<file path="config.mk">
export PLATFORM = sky130hd
export DESIGN_NAME = apb_regfile_slave
export DESIGN_NICKNAME = d
export VERILOG_FILES = /design/src/rtl/apb_regfile_slave.sv
export SDC_FILE = /design/constraint.sdc
export NUM_CORES = 1
export LEC_CHECK = 0
export ABC_AREA = 0
export BUFFER_PORTS_ARGS = -buffer_cell sky130_fd_sc_hd__buf_2
export CAP_MARGIN = 20
export CORE_UTILIZATION = 30
export DETAILED_ROUTE_END_ITERATION = 6
export GPL_ROUTABILITY_DRIVEN = 0
export HOLD_SLACK_MARGIN = 0.1
export PLACE_DENSITY = 0.55
export SKIP_CTS_REPAIR_TIMING = 1
export SYNTH_ARGS = -nofsm -noshare
export SYNTH_HDL_FRONTEND = slang
export SYNTH_SLANG_ARGS = --single-unit
</file>
<file path="constraint.sdc">
create_clock -name pclk -period 2.7 [get_ports pclk]
set_input_delay 0.405 -clock pclk [delete_from_list [all_inputs] [get_ports pclk]]
set_output_delay 0.405 -clock pclk [all_outputs]
set_load 0.01 [all_outputs]
</file>
<file path="src/rtl/apb_regfile_slave.sv">
// APB completer: NUM_RW read/write registers, NUM_RO read-only status words, wait states, pslverr.
// Optional byte-strobe support is enabled by defining APB_REGFILE_PSTRB_EN.
module apb_regfile_slave #(
    parameter int DATA_W      = 32,
    parameter int ADDR_W      = 8,
    parameter int NUM_RW      = 4,
    parameter int NUM_RO      = 2,
    parameter int WAIT_STATES = 0,
    parameter logic [DATA_W-1:0] RESET_VAL = '0,
    localparam int RO_CNT     = (NUM_RO > 0) ? NUM_RO : 1
) (
    input  logic                     pclk,
    input  logic                     preset,
    input  logic                     psel,
    input  logic                     penable,
    input  logic                     pwrite,
    input  logic [ADDR_W-1:0]        paddr,
    input  logic [DATA_W-1:0]        pwdata,
`ifdef APB_REGFILE_PSTRB_EN
    input  logic [DATA_W/8-1:0]      pstrb,
`endif
    output logic                     pready,
    output logic [DATA_W-1:0]        prdata,
    output logic                     pslverr,
    input  logic [RO_CNT*DATA_W-1:0] ro_data,
    output logic [NUM_RW*DATA_W-1:0] rw_data,
    output logic [NUM_RW-1:0]        wr_pulse
);

    typedef enum logic {
        IDLE,
        ACCESS
    } state_t;

    state_t             state;
    state_t             next_state;
    logic [3:0]         cnt;
    logic [3:0]         next_cnt;
    logic [31:0]        idx;
    logic               is_rw;
    logic               is_ro;
    logic               complete;
    logic               wr_en;
    logic [DATA_W/8-1:0] lane_en;

    always_ff @(posedge pclk) begin
        if (preset) begin
            state <= IDLE;
            cnt   <= '0;
        end else begin
            state <= next_state;
            cnt   <= next_cnt;
        end
    end

    // A setup phase is required to leave IDLE; dropping psel in ACCESS aborts.
    always_comb begin
        next_state = state;
        next_cnt   = cnt;
        pready     = 1'b0;
        unique case (state)
            IDLE: begin
                if (psel && !penable) begin
                    next_state = ACCESS;
                    next_cnt   = 4'(WAIT_STATES);
                end
            end
            ACCESS: begin
                pready = (cnt == 4'd0);
                if (!psel) begin
                    next_state = IDLE;
                    next_cnt   = '0;
                end else if (cnt != 4'd0) begin
                    next_cnt = cnt - 4'd1;
                end else if (penable) begin
                    next_state = IDLE;
                end
            end
            default: begin
                next_state = IDLE;
                next_cnt   = '0;
            end
        endcase
    end

    // The two ignored address bits still pass through the shift, so every paddr bit is consumed.
    assign idx      = 32'(paddr >> 2);
    assign is_rw    = (idx < NUM_RW);
    assign is_ro    = !is_rw && (idx < NUM_RW + NUM_RO);
    assign complete = pready && psel && penable;
    assign wr_en    = complete && pwrite && is_rw;

`ifdef APB_REGFILE_PSTRB_EN
    assign lane_en = pstrb;
`else
    assign lane_en = '1;
`endif

    always_comb begin
        prdata  = '0;
        pslverr = 1'b0;
        if (pready) begin
            for (int i = 0; i < NUM_RW; i++) begin
                if (idx == 32'(i)) prdata = rw_data[i*DATA_W +: DATA_W];
            end
            for (int k = 0; k < NUM_RO; k++) begin
                if (idx == 32'(NUM_RW + k)) prdata = ro_data[k*DATA_W +: DATA_W];
            end
            pslverr = pwrite ? !is_rw : !(is_rw || is_ro);
        end
    end

    always_ff @(posedge pclk) begin
        if (preset) begin
            rw_data  <= {NUM_RW{RESET_VAL}};
            wr_pulse <= '0;
        end else begin
            wr_pulse <= '0;
            for (int i = 0; i < NUM_RW; i++) begin
                if (wr_en && idx == 32'(i)) begin
                    wr_pulse[i] <= 1'b1;
                    for (int b = 0; b < DATA_W/8; b++) begin
                        if (lane_en[b]) rw_data[i*DATA_W + b*8 +: 8] <= pwdata[b*8 +: 8];
                    end
                end
            end
        end
    end

endmodule

</file>
==> summary.md, run 1 <==
| Metric | Value |
|---|---|
| Outcome | `complete, no violations` |
| Fmax | `384 MHz` |
| Hold Path Class | `primary input to register` |
| Die H | `154 um` |
| Drt total wl | `24,300 um` |
| Setup Skew | `6.14 ps` |
| Worst setup path class | `primary input to primary output` |
| Final Hold Viols | `0` |
| Synth Area in XOR/XNOR | `0.00252` |
| Post-synthesis register bit count | `approximately 140` |
| VDD IR max | `roughly 0.33 mV` |
| Clk Latency, worst-skew pair | `410 ps` |
| H-tree depth | `4` |
| Synthesis Warnings | `0` |
| Input/output buffers | `272` |
| Via density | `5.06` |
| P_leak | `about 0.0045 uW` |
| Initial DRC count | `roughly 360` |
| Period minus WS final | `2610 ps` |
| Post-Syn Instances | `712` |
| Largest family of logic cells by synthesized area | `simple AND/OR/NAND/NOR gates` |
| Share of cells above drive strength 1 | `0.372` |
| Core area | `22,600 um^2` |
| Unique cell type count in the Yosys netlist | `between 40 and 50` |
| Tcrit/Tclk final | `0.965` |
| Starting Density | `0.307` |
| Clock Sink Count | `~140` |
| Hold path depth | `2` |
| Wirelength per Cell | `19.1 um` |
| Overflow after GRT | `0` |
| Max Root-Sink Buffers | `2` |
| Post-Syn Nets | `822` |
| Number of flops mapped to enable cells by yosys | `0` |
| Rel. slew slack | `0.633` |
| Mapped cell area | `6940 um^2` |
| FFs w/ async S/R, synth | `0` |
| Initial DRT Pass Iterations | `6` |
| CTS tree | `built` |
| Number of max-cap violations | `0` |
| CTS buffer count | `17` |
| Worst path arrival time | `~2200 ps` |
| Synth Area in Compound Gates | `0.152` |
| CP Launch Type | `primary input` |
| Sequential share of the synthesized area | `0.395` |
| Worst-path fanout max | `21` |
| Area Overhead vs Synth | `35.5%` |
| Initial antenna violation count | `1` |
| Post-Synth Adder-Cell Area | `0.00180` |
| Simple-gate area share of the yosys netlist | `0.206` |
| Cells after DPL | `approximately 1,200` |
| Synth Flop Type | `dfxtp_1` |
| I/O pin count | `approximately 280` |
| Residual DRC count | `0` |
| NumNets Final | `1,084` |
| Worst EP required | `2300 ps` |
| Vias in the first global route | `roughly 6,100` |
| Row count | `55` |
| First-pass GRT wire length | `36,700 um` |
| Final Non-Filler Cells | `1,272` |
| Max-slew violations | `0` |
| Final Setup Violations | `0` |
| Critical Path End Type | `primary output` |
| Root Driver | `clkbuf_16` |
| Reg clk slew, reported paths | `60 ps` |
| R2R depth | `7` |
| Mean post-synth cell area | `9.75 um^2` |
| Largest net degree at the start of global routing | `74` |
| Worst Max-Slew Pin Slew | `547 ps` |
| GRT Overall Usage | `0.203` |
| Final ANT Viol Nets | `0` |
| DIE AREA | `23,700 um^2` |
| Vias | `approximately 6,400` |
| Mux cell area share after synthesis | `0.196` |
| # fillers | `2,305` |
| Die Wd | `154 um` |
| Power Dens Cells | `about 480 nW/um^2` |
| Hpwl dp | `17,000 um` |
| Setup total negative slack | `0 ps` |
| Unrepaired setup endpoints after global routing | `yes` |
## per-stage QoR
step	utilization	hold WS (ps)	area, um^2	total power (uW)	setup slack [ps]
after global placement	0.389	470	8800	2410	74.3
after CTS	0.412	269	9340	4580	-55.1
after global routing	0.415	272	9410	4700	-36.3
final	0.415	288	9410	4540	94.4
after floorplan	-	459	6940	2240	234
after detailed placement	0.389	481	8800	2410	51.6
## path summary, 6_finish.rpt
check                            startpoint           to  slack [ps]
worst max-delay path               paddr[7]   prdata[15]          90
worst min-delay path                   psel        state         290
worst max register to register       cnt[0]  rw_data[81]         320
worst min register to register  rw_data[66]  rw_data[66]         490
## flip-flops by register name, summed over array words and instances (netlist names)
signal / count
wr_pulse: 4
cnt: 4
rw_data: 128
state: 1
## logic make-up after synthesis
logic type / after synthesis
compound gates: 140
xor+xnor: 2
fa+ha+maj: 1
buf+inv: 67
flops: 137
mux: 135
simple gates: 230
## worst max-delay path, cell delays in order
cell     delay, ps
buf_2          110
or4b_2         770
nor3_4         210
buf_12         200
nand2_1         70
a31oi_1        240
buf_2          180
## where the power goes
part | switching, uW | internal, uW | total (uW) | leakage [uW]
logic | 184 | 159 | 343 | 0.00313
registers | 5.58 | 2030 | 2030 | 0.00110
clock network | 920 | 1240 | 2160 | 0.000265
total | 1110 | 3430 | 4540 | 0.00450
## per-layer routing
layer  up-vias  GRT usage  part of all wire
met5         -          0                 0
met4         0     0.0514             0.011
met3        18     0.0513             0.061
met2       234      0.332              0.47
met1      3079      0.266              0.46
li1       3106          -                 -
## cell type report
class                           instances  area [um^2]  area share
Antenna cell                            1         2.50    0.000266
Clock buffer                           21          470      0.0500
Clock inverter                         10         70.1     0.00745
Inverter                                4         15.0     0.00160
Multi-Input combinational cell        508         3990       0.424
Sequential cell                       137         2740       0.292
Tap cell                              285          357      0.0379
Timing Repair Buffer                  306         1760       0.187
## cell usage after synthesis, types with 2 or more instances
master / instances / area (um^2)
buf_1: 3 / 11.3
dfxtp_1: 137 / 2740
clkbuf_1: 44 / 165
a21oi_1: 10 / 50.1
a22oi_1: 32 / 240
o21ai_0: 10 / 50.1
nor3_1: 3 / 15.0
mux2_2: 7 / 78.8
nor2_1: 10 / 37.5
nand2_1: 11 / 41.3
and3b_1: 2 / 17.5
nor2b_1: 27 / 169
buf_2: 10 / 50.1
nand2_2: 2 / 12.5
buf_6: 3 / 33.8
nand2b_1: 161 / 1010
buf_12: 2 / 40.0
or3_1: 2 / 12.5
a211oi_1: 26 / 195
a31oi_1: 7 / 43.8
nand3_1: 2 / 10.0
inv_1: 3 / 11.3
a221oi_1: 25 / 219
mux2i_1: 128 / 1280
o32ai_1: 25 / 219
## placed cells by master, fill, tap and decap left out, types with 2 or more instances in the layout
| master | count |
|---|---|
| a21oi_1 | 10 |
| nand3_2 | 2 |
| buf_12 | 11 |
| dfxtp_1 | 137 |
| buf_2 | 271 |
| o21ai_0 | 10 |
| nor3b_4 | 2 |
| clkbuf_16 | 17 |
| or3_1 | 2 |
| mux2_2 | 7 |
| a22oi_1 | 32 |
| mux2i_1 | 128 |
| a211oi_1 | 26 |
| clkinv_4 | 2 |
| nand2_2 | 2 |
| buf_4 | 23 |
| nor2_1 | 8 |
| nand2b_1 | 161 |
| inv_1 | 3 |
| a221oi_1 | 25 |
| a31oi_1 | 7 |
| o32ai_1 | 20 |
| nor2b_1 | 27 |
| nand2_1 | 11 |
| clkinvlp_4 | 2 |
| nor2_4 | 2 |
| o32ai_2 | 5 |
| clkinv_2 | 4 |
| nor3_4 | 2 |
| inv_6 | 2 |
| nor3_1 | 2 |
| clkbuf_8 | 3 |
No activity file was read; power rests on OpenSTA's default activity.
==> run 2, diff against run 1 <==
Settings changed: CORE_UTILIZATION 30 to 40, PLACE_DENSITY 0.55 to 0.69.
==> summary.md, run 2 (synthesis results as in run 1) <==
| Metric | Value |
|---|---|
| Outcome | `complete, no violations` |
| Die Wd | `134 um` |
| Clk Latency, worst-skew pair | `roughly 400 ps` |
| Final ANT Viol Nets | `0` |
| Highest metal used | `met5` |
| Worst setup path class | `register to primary output` |
| GRT Overall Usage | `0.248` |
| Row count | `47` |
| Overflow after GRT | `0` |
| Reg clk slew, reported paths | `~60 ps` |
| Tcrit/Tclk final | `0.954` |
| Final Core Density | `0.568` |
| Largest register FFs | `about 130` |
| Period minus WS final | `2580 ps` |
| Number of max-cap violations | `0` |
| I/O pin count | `275` |
| Setup Skew | `5.44 ps` |
| Critical Path End Type | `primary output` |
| Fmax | `a little under 400 MHz` |
| CTS buffer count | `17` |
| Wirelength per Cell | `18.8 um` |
| Share of cells above drive strength 1 | `0.378` |
| Drt total wl | `22,800 um` |
| Top reg by flops | `rw_data` |
| Power Dens Cells | `roughly 530 nW/um^2` |
| CTS tree | `built` |
| Total Power | `about 5100 uW` |
| P_leak | `0.00458 uW` |
| Worst EP required | `2300 ps` |
| Commonest non-fill, non-tap cell in the layout | `buf_2` |
| Area Overhead vs Synth | `37.2%` |
| CP Launch Type | `register` |
| Max Root-Sink Buffers | `2` |
| Rel. slew slack | `0.652` |
| Vias in the first global route | `5,984` |
| First-pass GRT wire length | `34,000 um` |
| Routed wl met2 | `11,200 um` |
| Largest net degree at the start of global routing | `80` |
| Worst Max-Slew Pin Slew | `522 ps` |
| Root Driver | `clkbuf_16` |
| Hold Path Class | `primary input to register` |
| Final Setup Violations | `0` |
| Via density | `5.34` |
| WL met3 | `1310 um` |
| Worst path arrival time | `2170 ps` |
| Hpwl dp | `15,800 um` |
| Starting Density | `0.414` |
| Biggest regs | `rw_data: 128 flops, cnt: 4 flops, wr_pulse: 4 flops` |
| Vias | `6,470` |
| Setup total negative slack | `0 ps` |
| H-tree depth | `4` |
| Die H | `roughly 130 um` |
| Reg2reg setup slack | `350 ps` |
| Initial antenna violation count | `2` |
| Most frequent cells in the layout | `271 x buf_2, 161 x nand2b_1, 137 x dfxtp_1` |
| Max-slew violations | `0` |
| Initial DRC count | `441` |
| Met1 wire length | `10,100 um` |
| Core area | `16,800 um^2` |
| Final Hold Viols | `0` |
| Input/output buffers | `272` |
| Initial DRT Pass Iterations | `5` |
| Clock Sink Count | `approximately 140` |
| DIE AREA | `17,900 um^2` |
| NumNets Final | `1,088` |
| Residual DRC count | `0` |
| Unrepaired setup endpoints after global routing | `no` |
| Worst-path fanout max | `19` |
| VDD IR max | `0.422 mV` |
## run 2: changes by cell type in the layout (fill, tap and decap cells not counted), sizes merged
cell | previous run | this run
bufinv | 0 | 6
inv | 6 | 7
clkinv | 6 | 2
clkbuf | 21 | 19
buf | 306 | 310
## run 2: worst paths after layout
check | startpoint | endpoint | depth (start not counted)
setup / recovery | cnt[0] | prdata[5] | 9
hold / removal | psel | state | 2
setup reg to reg | cnt[0] | rw_data[89] | 7
hold reg to reg | rw_data[94] | rw_data[94] | 2
## run 2: final cells by class
cell class | instances | area (um^2)
Fill cell | 1509 | 7240
Sequential cell | 137 | 2740
Antenna cell | 1 | 2.50
Clock buffer | 19 | 443
Inverter | 4 | 15.0
Tap cell | 220 | 275
Clock inverter | 13 | 239
Multi-Input combinational cell | 508 | 4030
Timing Repair Buffer | 310 | 1780
## run 2: per-layer routing
layer,vias up,GRT usage
li1,3113,-
met1,3106,0.309
met2,234,0.420
met3,15,0.0586
met4,2,0.0808
met5,-,0
## run 2: critical path, cell delays in order, from the launching register on
cell,delay (ps)
dfxtp_1,320
inv_1,100
ha_1,200
nor3b_4,200
nand2_1,110
clkinv_1,100
o21ai_4,80
buf_12,180
o32ai_2,290
buf_2,180
## run 2: stage by stage
stage / cells / hold WS [ps] / instance area (um^2) / worst slack (ps)
after global routing: 1212 / 278 / 9520 / 15.3
after global placement: 1179 / 468 / 8730 / 26.4
after floorplan: 712 / 459 / 6940 / 234
after CTS: 1211 / 266 / 9410 / -53.7
after detailed placement: 1179 / 472 / 8730 / 9.50
final: 1212 / 289 / 9520 / 123
## run 2: power by group
group | switching (uW) | leakage (uW) | internal [uW] | total, uW
logic | 187 | 0.00315 | 159 | 346
registers | 5.45 | 0.00110 | 2030 | 2030
clock network | 907 | 0.000325 | 1770 | 2680
==> run 3, diff against run 2 <==
Settings changed: CORE_ASPECT_RATIO set to 0.5.
==> summary.md, run 3 (synthesis results as in run 1) <==
| Metric | Value |
|---|---|
| Final Core Density | `0.566` |
| Final Hold Viols | `0` |
| Stages on worst setup path | `9` |
| Power Dens Cells | `512 nW/um^2` |
| Vias in the first global route | `6,139` |
| Vias | `6,517` |
| CTS tree | `built` |
| Worst EP required | `between 2000 and 2500 ps` |
| NumNets Final | `1,086` |
| Period minus WS final | `2600 ps` |
| Area Overhead vs Synth | `36.0%` |
| Worst stage delay on the critical path | `320 ps` |
| Setup Skew | `6.38 ps` |
| Hold Path Class | `primary input to register` |
| CP Cell Sequence | `inv_1 -> ha_1 -> nor3b_4 -> nand2_2 -> clkinvlp_4 -> buf_4 -> o21ai_0 -> a31oi_1 -> buf_2` |
| Root Driver | `clkbuf_16` |
| Clock Sink Count | `roughly 140` |
| Final ANT Viol Nets | `0` |
| Initial DRT Pass Iterations | `5` |
| Critical Path End Type | `primary output` |
| Top reg by flops | `rw_data` |
| Reg clk slew, reported paths | `around 60 ps` |
| Unrepaired setup endpoints after global routing | `yes` |
| Row count | `33` |
| CTS buffer count | `17` |
| CP top delay family | `buffers and inverters` |
| Max-slew violations | `0` |
| Biggest regs | `rw_data: 128 flops, cnt: 4 flops, wr_pulse: 4 flops` |
| P_leak | `between 0.004 and 0.005 uW` |
| Worst path arrival time | `2200 ps` |
| Starting Density | `0.416` |
| R2R depth | `7` |
| Worst-path fanout max | `8` |
| Hpwl dp | `15,800 um` |
| Design Area, Final | `9440 um^2` |
| Final Setup Violations | `0` |
| Worst Slack Setup Final | `approximately 99 ps` |
| Fmax | `384 MHz` |
| DP Area | `8740 um^2` |
| CP Launch Type | `register` |
| DIE AREA | `17,900 um^2` |
| Input/output buffers | `272` |
| First-pass GRT wire length | `between 30,000 and 40,000 um` |
| Number of max-cap violations | `0` |
| Via density | `5.36` |
| GRT Overall Usage | `0.244` |
| Largest register FFs | `128` |
| Residual DRC count | `0` |
| Max Root-Sink Buffers | `2` |
| VDD IR max | `0.489 mV` |
| Inserted Diodes | `0` |
| Outcome | `complete, no violations` |
| Die Wd | `around 190 um` |
| Rel. slew slack | `0.631` |
| Final hold slack | `284 ps` |
| Commonest non-fill, non-tap cell in the layout | `buf_2` |
| Initial DRC count | `~430` |
| Share of cells above drive strength 1 | `0.375` |
| Most frequent cells in the layout | `271 x buf_2, 161 x nand2b_1, 137 x dfxtp_1` |
| Initial antenna violation count | `0` |
| Slowest CP cell | `dfxtp_1` |
| Wirelength per Cell | `18.5 um` |
| Reg2reg setup slack | `~300 ps` |
| Overflow after GRT | `0` |
| Worst setup path class | `register to primary output` |
| Die H | `95.1 um` |
| Tcrit/Tclk final | `0.963` |
| Worst path bufs/invs | `4` |
| Largest net degree at the start of global routing | `71` |
| Hold path depth | `2` |
| Worst Max-Slew Pin Slew | `553 ps` |
| Clk Latency, worst-skew pair | `410 ps` |
| H-tree depth | `4` |
| I/O pin count | `~280` |
| Setup total negative slack | `0 ps` |
| Core area | `16,700 um^2` |
| DP Worst Slack | `31.9 ps` |
| Drt total wl | `22,500 um` |
run 3: cell count changes in the layout (fill, tap and decap cells not counted), sizes merged:
cell | before | now
buf | 310 | 308
bufinv | 6 | 4
clkbuf | 19 | 17
clkinv | 2 | 7
clkinvlp | 2 | 4
diode | 1 | 0
inv | 7 | 4
run 3: worst paths after layout:
path            endpoint         from
min reg2reg  rw_data[74]  rw_data[74]
max reg2reg  rw_data[80]       cnt[0]
max           prdata[23]       cnt[0]
min                state         psel
run 3: metrics by stage:
| stage | total power, uW | instances |
|---|---|---|
| global route | 5010 | 1216 |
| finish | 4840 | 1216 |
| global placement | 2390 | 1183 |
| CTS | 4870 | 1215 |
| floorplan | 2240 | 712 |
| detailed placement | 2400 | 1183 |
run 3: power by group:
group	internal, uW	leakage, uW	total [uW]	switching [uW]
Clock	1550	0.000299	2470	919
Sequential	2030	0.00110	2030	5.64
Combinational	158	0.00314	338	180
Total	3730	0.00455	4840	1100
run 3: metal layers:
metal | wire, um | part of all wire | up-vias | global-route usage
met5 | 0 | 0 | - | 0
met4 | 328 | 0.015 | 0 | 0.0732
met3 | 1310 | 0.059 | 28 | 0.0464
met2 | 10700 | 0.48 | 201 | 0.408
met1 | 10100 | 0.45 | 3172 | 0.322
li1 | - | - | 3116 | -
run 3: final cells by class:
cell class                      count  area (um^2)
Clock buffer                       17          425
Clock inverter                     15          201
Fill cell                        1532         7240
Inverter                            4         18.8
Multi-Input combinational cell    508         3980
Sequential cell                   137         2740
Tap cell                          227          284
Timing Repair Buffer              308         1780
